--- src/rtl/maj_pkg.sv ---
// maj_pkg: shared types and default sizing for the majority sequencer.
//   maj_state_t : controller state encoding
//   MAJ_N       : default elements per frame
//   MAJ_W       : default element width in bits
package maj_pkg;

  localparam int MAJ_N = 13;
  localparam int MAJ_W = 4;

  typedef enum logic [1:0] {
    S_LOAD  = 2'd0,
    S_VOTE  = 2'd1,
    S_CHECK = 2'd2,
    S_DONE  = 2'd3
  } maj_state_t;

endpackage

--- src/rtl/maj_buffer.sv ---
// maj_buffer: N x W element store for one majority frame.
// Ports:
//   clk     : write clock
//   we      : write enable, stores data at idx on the rising edge
//   idx     : shared write/read index
//   data    : write data
//   rd_data : asynchronous read of element idx
// Contents are intentionally not reset; the controller never reads an
// element before writing it in the current frame.
module maj_buffer
  import maj_pkg::*;
#(
  parameter int N  = MAJ_N,
  parameter int W  = MAJ_W,
  parameter int IW = $clog2(N + 1)
) (
  input  logic          clk,
  input  logic          we,
  input  logic [IW-1:0] idx,
  input  logic [W-1:0]  data,
  output logic [W-1:0]  rd_data
);

  logic [W-1:0] mem [N];

  always_ff @(posedge clk) begin
    if (we) mem[idx] <= data;
  end

  assign rd_data = mem[idx];

endmodule

--- src/rtl/majority_seq_ctrl.sv ---
// majority_seq_ctrl: loads a frame of N elements, runs a Boyer-Moore vote
// pass and a verification count pass, then presents the majority result.
// Ports:
//   clk, rst_n          : clock, asynchronous active-low reset
//   clear               : synchronous frame abort (highest priority)
//   in_valid/in_ready   : element input handshake, in_data is the element
//   out_valid/out_ready : result handshake
//   maj_found           : some value occurs more than N/2 times
//   maj_value           : majority value, 0 when none
//   maj_count           : occurrence count of the candidate in DONE
//                         (present only when MAJ_COUNT_OUT_EN is defined)
//
// state | meaning
// LOAD  | accepting elements into the buffer, idx = write position
// VOTE  | Boyer-Moore pass, one element per cycle
// CHECK | counting occurrences of the candidate
// DONE  | result valid, waiting for out_ready
module majority_seq_ctrl
  import maj_pkg::*;
#(
  parameter int N = MAJ_N,
  parameter int W = MAJ_W
) (
  input  logic                       clk,
  input  logic                       rst_n,
  input  logic                       clear,
  input  logic                       in_valid,
  input  logic [W-1:0]               in_data,
  output logic                       in_ready,
  output logic                       out_valid,
  input  logic                       out_ready,
  output logic                       maj_found,
  output logic [W-1:0]               maj_value
`ifdef MAJ_COUNT_OUT_EN
  ,
  output logic [$clog2(N+1)-1:0]     maj_count
`endif
);

  localparam int IW = $clog2(N + 1);

  maj_state_t    state, state_n;
  logic [IW-1:0] idx, idx_n;
  logic [IW-1:0] cnt, cnt_n;
  logic [IW-1:0] occ, occ_n;
  logic [W-1:0]  cand, cand_n;
  logic [W-1:0]  rd_data;
  logic          we;
  logic          last;

  maj_buffer #(.N(N), .W(W), .IW(IW)) u_buf (
    .clk     (clk),
    .we      (we),
    .idx     (idx),
    .data    (in_data),
    .rd_data (rd_data)
  );

  assign last = (idx == IW'(N - 1));

  always_ff @(posedge clk or negedge rst_n) begin
    if (!rst_n) begin
      state <= S_LOAD;
      idx   <= '0;
      cnt   <= '0;
      occ   <= '0;
      cand  <= '0;
    end else begin
      state <= state_n;
      idx   <= idx_n;
      cnt   <= cnt_n;
      occ   <= occ_n;
      cand  <= cand_n;
    end
  end

  always_comb begin
    state_n = state;
    idx_n   = idx;
    cnt_n   = cnt;
    occ_n   = occ;
    cand_n  = cand;
    we      = 1'b0;
    case (state)
      S_LOAD: begin
        if (in_valid) begin
          we = 1'b1;
          if (last) begin
            state_n = S_VOTE;
            idx_n   = '0;
            cnt_n   = '0;
          end else begin
            idx_n = idx + 1'b1;
          end
        end
      end
      S_VOTE: begin
        if (cnt == '0) begin
          cand_n = rd_data;
          cnt_n  = IW'(1);
        end else if (rd_data == cand) begin
          cnt_n = cnt + 1'b1;
        end else begin
          cnt_n = cnt - 1'b1;
        end
        if (last) begin
          state_n = S_CHECK;
          idx_n   = '0;
          occ_n   = '0;
        end else begin
          idx_n = idx + 1'b1;
        end
      end
      S_CHECK: begin
        if (rd_data == cand) occ_n = occ + 1'b1;
        if (last) begin
          state_n = S_DONE;
          idx_n   = '0;
        end else begin
          idx_n = idx + 1'b1;
        end
      end
      S_DONE: begin
        if (out_ready) begin
          state_n = S_LOAD;
          idx_n   = '0;
        end
      end
      default: state_n = S_LOAD;
    endcase
    // Abort overrides any accept or result handshake in the same cycle.
    if (clear) begin
      state_n = S_LOAD;
      idx_n   = '0;
      cnt_n   = '0;
      occ_n   = '0;
      cand_n  = '0;
      we      = 1'b0;
    end
  end

  assign in_ready  = (state == S_LOAD);
  assign out_valid = (state == S_DONE);
  // 2*occ > N, evaluated one bit wider so the doubling cannot overflow.
  assign maj_found = out_valid && ({occ, 1'b0} > (IW + 1)'(N));
  assign maj_value = maj_found ? cand : '0;

`ifdef MAJ_COUNT_OUT_EN
  assign maj_count = out_valid ? occ : '0;
`endif

endmodule

--- config.mk ---
export PLATFORM = sky130hd
export DESIGN_NAME = majority_seq_ctrl
export DESIGN_NICKNAME = d
export VERILOG_FILES = /design/src/rtl/maj_pkg.sv /design/src/rtl/maj_buffer.sv /design/src/rtl/majority_seq_ctrl.sv
export SDC_FILE = /design/constraint.sdc
export NUM_CORES = 1
export LEC_CHECK = 0
export CAP_MARGIN = 10
export CORE_ASPECT_RATIO = 0.6
export CORE_MARGIN = 2
export CORE_UTILIZATION = 60
export DETAILED_ROUTE_END_ITERATION = 10
export GPL_ROUTABILITY_DRIVEN = 0
export PLACE_DENSITY = 0.79
export RECOVER_POWER = 100
export SLEW_MARGIN = 20
export SYNTH_ARGS = -nofsm -noshare
export SYNTH_HDL_FRONTEND = slang
export SYNTH_SLANG_ARGS = --single-unit
--- constraint.sdc ---
create_clock -name clk -period 3.8 [get_ports clk]
set_clock_uncertainty 0.05 [all_clocks]
set_input_delay 0.76 -clock clk [delete_from_list [all_inputs] [get_ports clk]]
set_output_delay 0.76 -clock clk [all_outputs]
set_load 0.02 [all_outputs]
# After elaboration in Yosys (flattened, before gate mapping)
# Memory sizes are Yosys's and may differ from the RTL's.
# Index checks and enable logic that the tools add are counted.
# W data, S select, Z words.
classes:
  n_eq_ne: 11
  reduce_logical: 13
  add_sub_neg: 4
  magnitude_cmp: 1
  mux: 30
op_table:
  columns: ["operator", "count"]
  rows:
  - ["$mux W4", 15]
  - ["$pmux W4 S2", 2]
  - ["$add A4 B1 Y4 const B", 3]
  - ["$mux W2", 6]
  - ["$ne A3 B3 Y1 const B", 4]
  - ["$pmux W4 S3", 1]
  - ["$pmux W2 S4", 1]
  - ["$ne A3 B2 Y1 const B", 2]
  - ["$reduce_and A3 Y1", 2]
  - ["$reduce_bool A3 Y1", 2]
  - ["$gt A5 B4 Y1 const B", 1]
  - ["$mux W1", 5]
  - ["$reduce_and A5 Y1", 1]
  - ["$eq A2 B2 Y1 const B", 2]
  - ["$eq A4 B4 Y1", 1]
  - ["$eq A4 B4 Y1 const B", 1]
  - ["$logic_not A4 Y1", 1]
  - ["$reduce_and A2 Y1", 2]
  - ["$reduce_bool A2 Y1", 2]
  - ["$sub A4 B1 Y4 const B", 1]
  - ["$eq A2 B1 Y1 const B", 1]
  - ["$logic_not A2 Y1", 1]
  - ["$reduce_or A2 Y1", 1]
  - ["$logic_and A1 B1 Y1", 1]
word_totals:
  ram_bits: 52
  in_bits: 9
  reg_bits: 18
  output_inout_bits: 7
  n_memories: 1
mem_list:
  columns: ["name", "words", "width", "read_ports", "rd_clocked_by_memory_dff", "wr", "line", "rtl"]
  rows:
  - ["u_buf.mem", 13, 4, 1, 0, 1, "maj_buffer.sv:24", "logic [W-1:0] mem [N];"]

# Longest topological paths before layout
# An unclocked memory read counts as a cell.
depth:
  word_depth: 6
  mapped_depth: 18
  depth_no_buf: 14

# Hierarchy
# A second synthesis with hierarchy kept.
unflattened:
  hier_cells: 234
  hier_area_um2: 3342.0
modules_own_cells:
  columns: ["module", "seq_area_each_um2", "instances", "cells_each", "area_each_um2"]
  rows:
  - ["maj_buffer", 1561.5, 1, 104, 2107.0]
  - ["majority_seq_ctrl", 450.4, 1, 130, 1234.9]

# Worst setup path after synthesis
# OpenSTA, ideal clock, no wires.
synth_timing:
  path_kind: "register -> register"
  from: "reg idx[1]"
  to: "reg cnt[3]"
  t_required_ps: 3649
  t_arrival_ps: 3266
  setup_slack_ps: 384
  synth_period_minus_slack_ps: 3416
  path_stages_with_launch: 19
  path_cell_list: "dfrtp_1 -> buf_6 -> buf_12 -> buf_12 -> mux4_2 -> mux2i_4 -> xor2_1 -> nand2_1 -> a32oi_2 -> and2_1 -> buf_6 -> inv_1 -> ha_1 -> a21o_1 -> a21oi_1 -> inv_1 -> and3_2 -> or2_1 -> o311ai_2"
synth_via:
  elab_chain_cells: 6
  elab_cells_between_ends: 9
  cone_classes: "3 x eq/ne; 4 x mux; 1 x reduce/logical; 1 x memory"
synth_rtl:
  columns: ["item", "line", "rtl"]
  rows:
  - ["start: declaration", "majority_seq_ctrl.sv:43", "logic [IW-1:0] idx, idx_n;"]
  - ["start signal: assignment", "majority_seq_ctrl.sv:70", "idx <= idx_n;"]
  - ["$mem_v2 Z13 W4", null, null]
  - ["$eq A4 B4 Y1", "majority_seq_ctrl.sv:101", "end else if (rd_data == cand) begin"]
  - ["$mux W4", "majority_seq_ctrl.sv:101", null]
  - ["$mux W4", "majority_seq_ctrl.sv:98", "if (cnt == '0) begin"]
  - ["$pmux W4 S2", "majority_seq_ctrl.sv:84", "case (state)"]
  - ["$mux W4", "majority_seq_ctrl.sv:132", "if (clear) begin"]
  - ["end signal: assignment", "majority_seq_ctrl.sv:71", "cnt <= cnt_n;"]
  - ["end: declaration", "majority_seq_ctrl.sv:44", "logic [IW-1:0] cnt, cnt_n;"]
# Parallel ways exist; a longest one is shown, timed or not.
# A chain may end at the register's enable or synchronous reset.

# Worst setup path after layout
layout_timing:
  from: "reg idx[0]"
  to: "reg cnt[3]"
# Same word-level chain as after synthesis.

==> flow_metrics.py <==
metrics = {
    "status": {
        "outcome": "complete, no violations",
    },
    "sta": {
        "worstMarginPinSlew_ps": 898.5,
        "hold_viol_final": 0,
        "period_needed_ps": 3571,
        "rsz0062_at_grt": "no",
        "fin_crit_sh_pct": 93.98,
        "worst_hold_slack_ps": 472.9,
        "setup_viol": 0,
        "layout_setup_ws_ps": 228.7,
        "finalSetupTns_ps": 0,
        "clock.fmax_mhz": 280.0,
        "drv_slew": 0,
        "relSlewSlack_pct": 39.90,
    },
    "layout": {
        "final_core_util_pct": 70.99,
        "multi_input_area_um2": 1406,
        "drive_gt1_share_pct": 13.02,
        "fin_cells": 395,
        "area_delta_synth_final_pct": 12.23,
        "fillCellCount": 429,
        "layout.nets": 332,
        "final_cell_area_um2": 4029,
        "ff_latch_area_um2": 2013,
        "antenna_cells": 0,
    },
    "synth": {
        "yosys.area_share.adder_pct": 4.740,
        "synthMostInstantiatedCell": "edfxtp_1",
        "ys_async_sr_fraction_pct": 25.71,
        "syn_inst": 288,
        "synth_top_family_by_area": "simple AND/OR/NAND/NOR gates",
        "synth_top_area_share_pct": 43.50,
        "yosys.area.top_type": "edfxtp_1",
        "synthMuxAreaShare_pct": 8.749,
        "synth_compound_area_share_pct": 11.01,
        "synth-edff-count": 52,
        "ys_seq_elements": 70,
        "synth_area_um2": 3590,
        "yosys.area_share.simple_pct": 13.94,
        "synth_top_flop_cell": "edfxtp_1",
        "syn_nets": 310,
        "ys_seq_area_share_pct": 56.05,
        "synth_xor_area_share_pct": 0.7320,
        "synth.top_cells.by_count": "edfxtp_1 (52), nand2_1 (20), mux2i_1 (19)",
        "yosys_warnings": 0,
        "synthTopCellsByArea": "edfxtp_1 (43%), dfrtp_1 (13%), mux2i_1 (5.3%)",
        "syn_area_per_cell_um2": 12.46,
        "ys_types": 59,
    },
    "cts": {
        "htree_levels": 3,
        "numCtsBuffers": 9,
        "cts-root-buf": "clkbuf_8",
        "tritoncts": "built",
        "clk_pin_slew_worst_paths_ps": 80,
        "cts_resized": 0,
        "cts_hold_buf": 0,
        "clk_path_buf_depth": 2,
        "cts.sinks": 70,
        "clk_latency_ps": 350,
        "post_cts_buffers": 0,
    },
    "setup_path": {
        "path_cells": "mux4_2 > mux2i_1 > xor2_1 > nand2_1 > a32oi_2 > and2_1 > inv_1 > ha_1 > a21o_1 > a21oi_1 > inv_1 > and3_2 > or2_1 > o311ai_2",
        "worstSetupStartpointType": "flop",
        "cp_max_fo": 14,
        "cp_common_cell": "inv_1",
        "required_ps": 4000,
        "critPathMaxStageDelay_ps": 580,
        "cp_slowest_cell": "mux4_2",
        "critPathBufInv": 2,
        "cp_top_family": "multiplexers",
        "crit_type": "flop to flop",
        "crit_start": "idx[0]",
        "rr_startpoint": "idx[0]",
        "critPathCaptureType": "flop",
        "worstPathArrival_ps": 3770,
    },
    "placement": {
        "hpwl_um": 5620,
        "place_inst": 379,
        "port_buffers": 15,
        "dp_slack_ps": 126.5,
        "dpl_cell_area_um2": 3786,
    },
    "floorplanning": {
        "dieArea_um2": 6638,
        "start_util_pct": 63.25,
        "core-area_um2": 5675,
        "die-width_um": 103.9,
        "rows": 21,
        "io_pins": 16,
        "die_h_um": 63.92,
    },
    "worst_hold_path": {
        "min-delay-start": "occ[1]",
        "min_path_type": "flop to flop",
    },
    "global_route": {
        "first_global_vias": 2292,
        "grt_pass1_wl_um": 12380,
        "grt_max_degree": 28,
        "gr-total-overflow": 0,
        "antenna_found_initial": 0,
        "grt_use_total_pct": 25.58,
    },
    "power": {
        "total_power_mw": 2.681,
        "powerDensity_nw_per_um2": 665.4,
        "p_leak_nw": 1.507,
        "irDropWorstVdd_mv": 0.3721,
    },
    "job": {
        "drv_cap": 0,
    },
    "detailed_routing": {
        "drt_iter0_markers": 259,
        "wl_per_cell_um": 19.42,
        "drcViolationCount": 0,
        "vias_per_cell": 6.218,
        "antenna_left": 0,
        "routed_wl_um": 7672,
        "vias": 2456,
        "drt_first_pass_iters": 5,
    },
}
[worst paths after layout]
path,endpoint,slack [ps],depth (start not counted)
setup / recovery,cnt[3],230,14
hold / removal,occ[1],470,1
setup reg to reg,cnt[3],230,14
hold reg to reg,occ[1],470,1
max in group asynchronous,idx[0],2150,1
min in group asynchronous,cand[1],930,1
[cell type report]
| cell class | instances | share of cell area [%] |
|---|---|---|
| sequential | 70 | 49.97 |
| multi-input combinational | 192 | 34.91 |
| timing repair buffer | 21 | 5.062 |
| clock buffer | 9 | 3.075 |
| clock inverter | 7 | 3.012 |
| tap | 80 | 2.484 |
| inverter | 16 | 1.491 |
[metal layers]
layer / track usage [%] / part of all wire (%) / vias up
li1: - / - / 1108
met1: 41.25 / 47 / 1214
met2: 34.29 / 41 / 125
met3: 7.551 / 11 / 9
met4: 4.561 / 0.78 / 0
met5: 0 / 0 / -
[worst register-to-register path: stages, from the launching register on]
cell and delay, ps:
dfrtp_2 520, mux4_2 580, mux2i_1 270, xor2_1 190, nand2_1 80, a32oi_2 240
and2_1 180, inv_1 70, ha_1 270, a21o_1 180, a21oi_1 130, inv_1 70
and3_2 210, or2_1 210, o311ai_2 230
[report_power, final]
| part | internal (mW) | leakage, nW | switching (mW) |
|---|---|---|---|
| Clock | 0.439 | 0.124 | 0.290 |
| Combinational | 0.420 | 0.672 | 0.569 |
| Sequential | 0.886 | 0.711 | 0.0779 |
[cells in the final DEF, fill, tap and decap left out, types with 2 or more instances in the layout]
master / netlist / routed
mux2_2: 3 / 3
a32oi_2: 2 / 2
buf_4: 1 / 4
o21ai_0: 16 / 16
nand3b_1: 2 / 2
a21oi_1: 11 / 11
o22ai_1: 4 / 4
o21ai_1: 2 / 2
a211oi_1: 3 / 3
and2_0: 0 / 7
dlygate4sd3_1: 0 / 13
clkinv_4: 0 / 2
nor3_1: 10 / 10
nor2b_1: 3 / 3
and2_1: 13 / 6
clkbuf_8: 0 / 9
clkdlybuf4s50_1: 0 / 2
edfxtp_1: 52 / 52
dfrtp_1: 18 / 17
a32oi_1: 2 / 2
nor2_1: 18 / 18
nand2_1: 20 / 20
nor4b_1: 2 / 2
a21o_1: 3 / 3
or2_0: 1 / 2
xor2_1: 3 / 3
and2b_2: 2 / 2
ha_1: 12 / 12
mux2i_1: 19 / 19
bufinv_16: 0 / 3
mux4_2: 3 / 3
and3_1: 4 / 4
or2b_1: 2 / 2
nand3_1: 4 / 4
inv_1: 16 / 16
[state kept, by name, summed over array words and instances, names as in the netlist]
| signal | cells |
|---|---|
| cand | 4 |
| cnt | 4 |
| idx | 4 |
| occ | 4 |
| state | 2 |
| u_buf.mem | 52 |
[cell families after synthesis]
group	Yosys count
AOI/OAI and AO/OA	57
buffers and inverters	26
and+or+nand+nor	93
xor gates and xnor gates	3
DFF	70
adders and majority gates	13
muxes	26
Note: power is estimated with default switching activity, not from simulation.
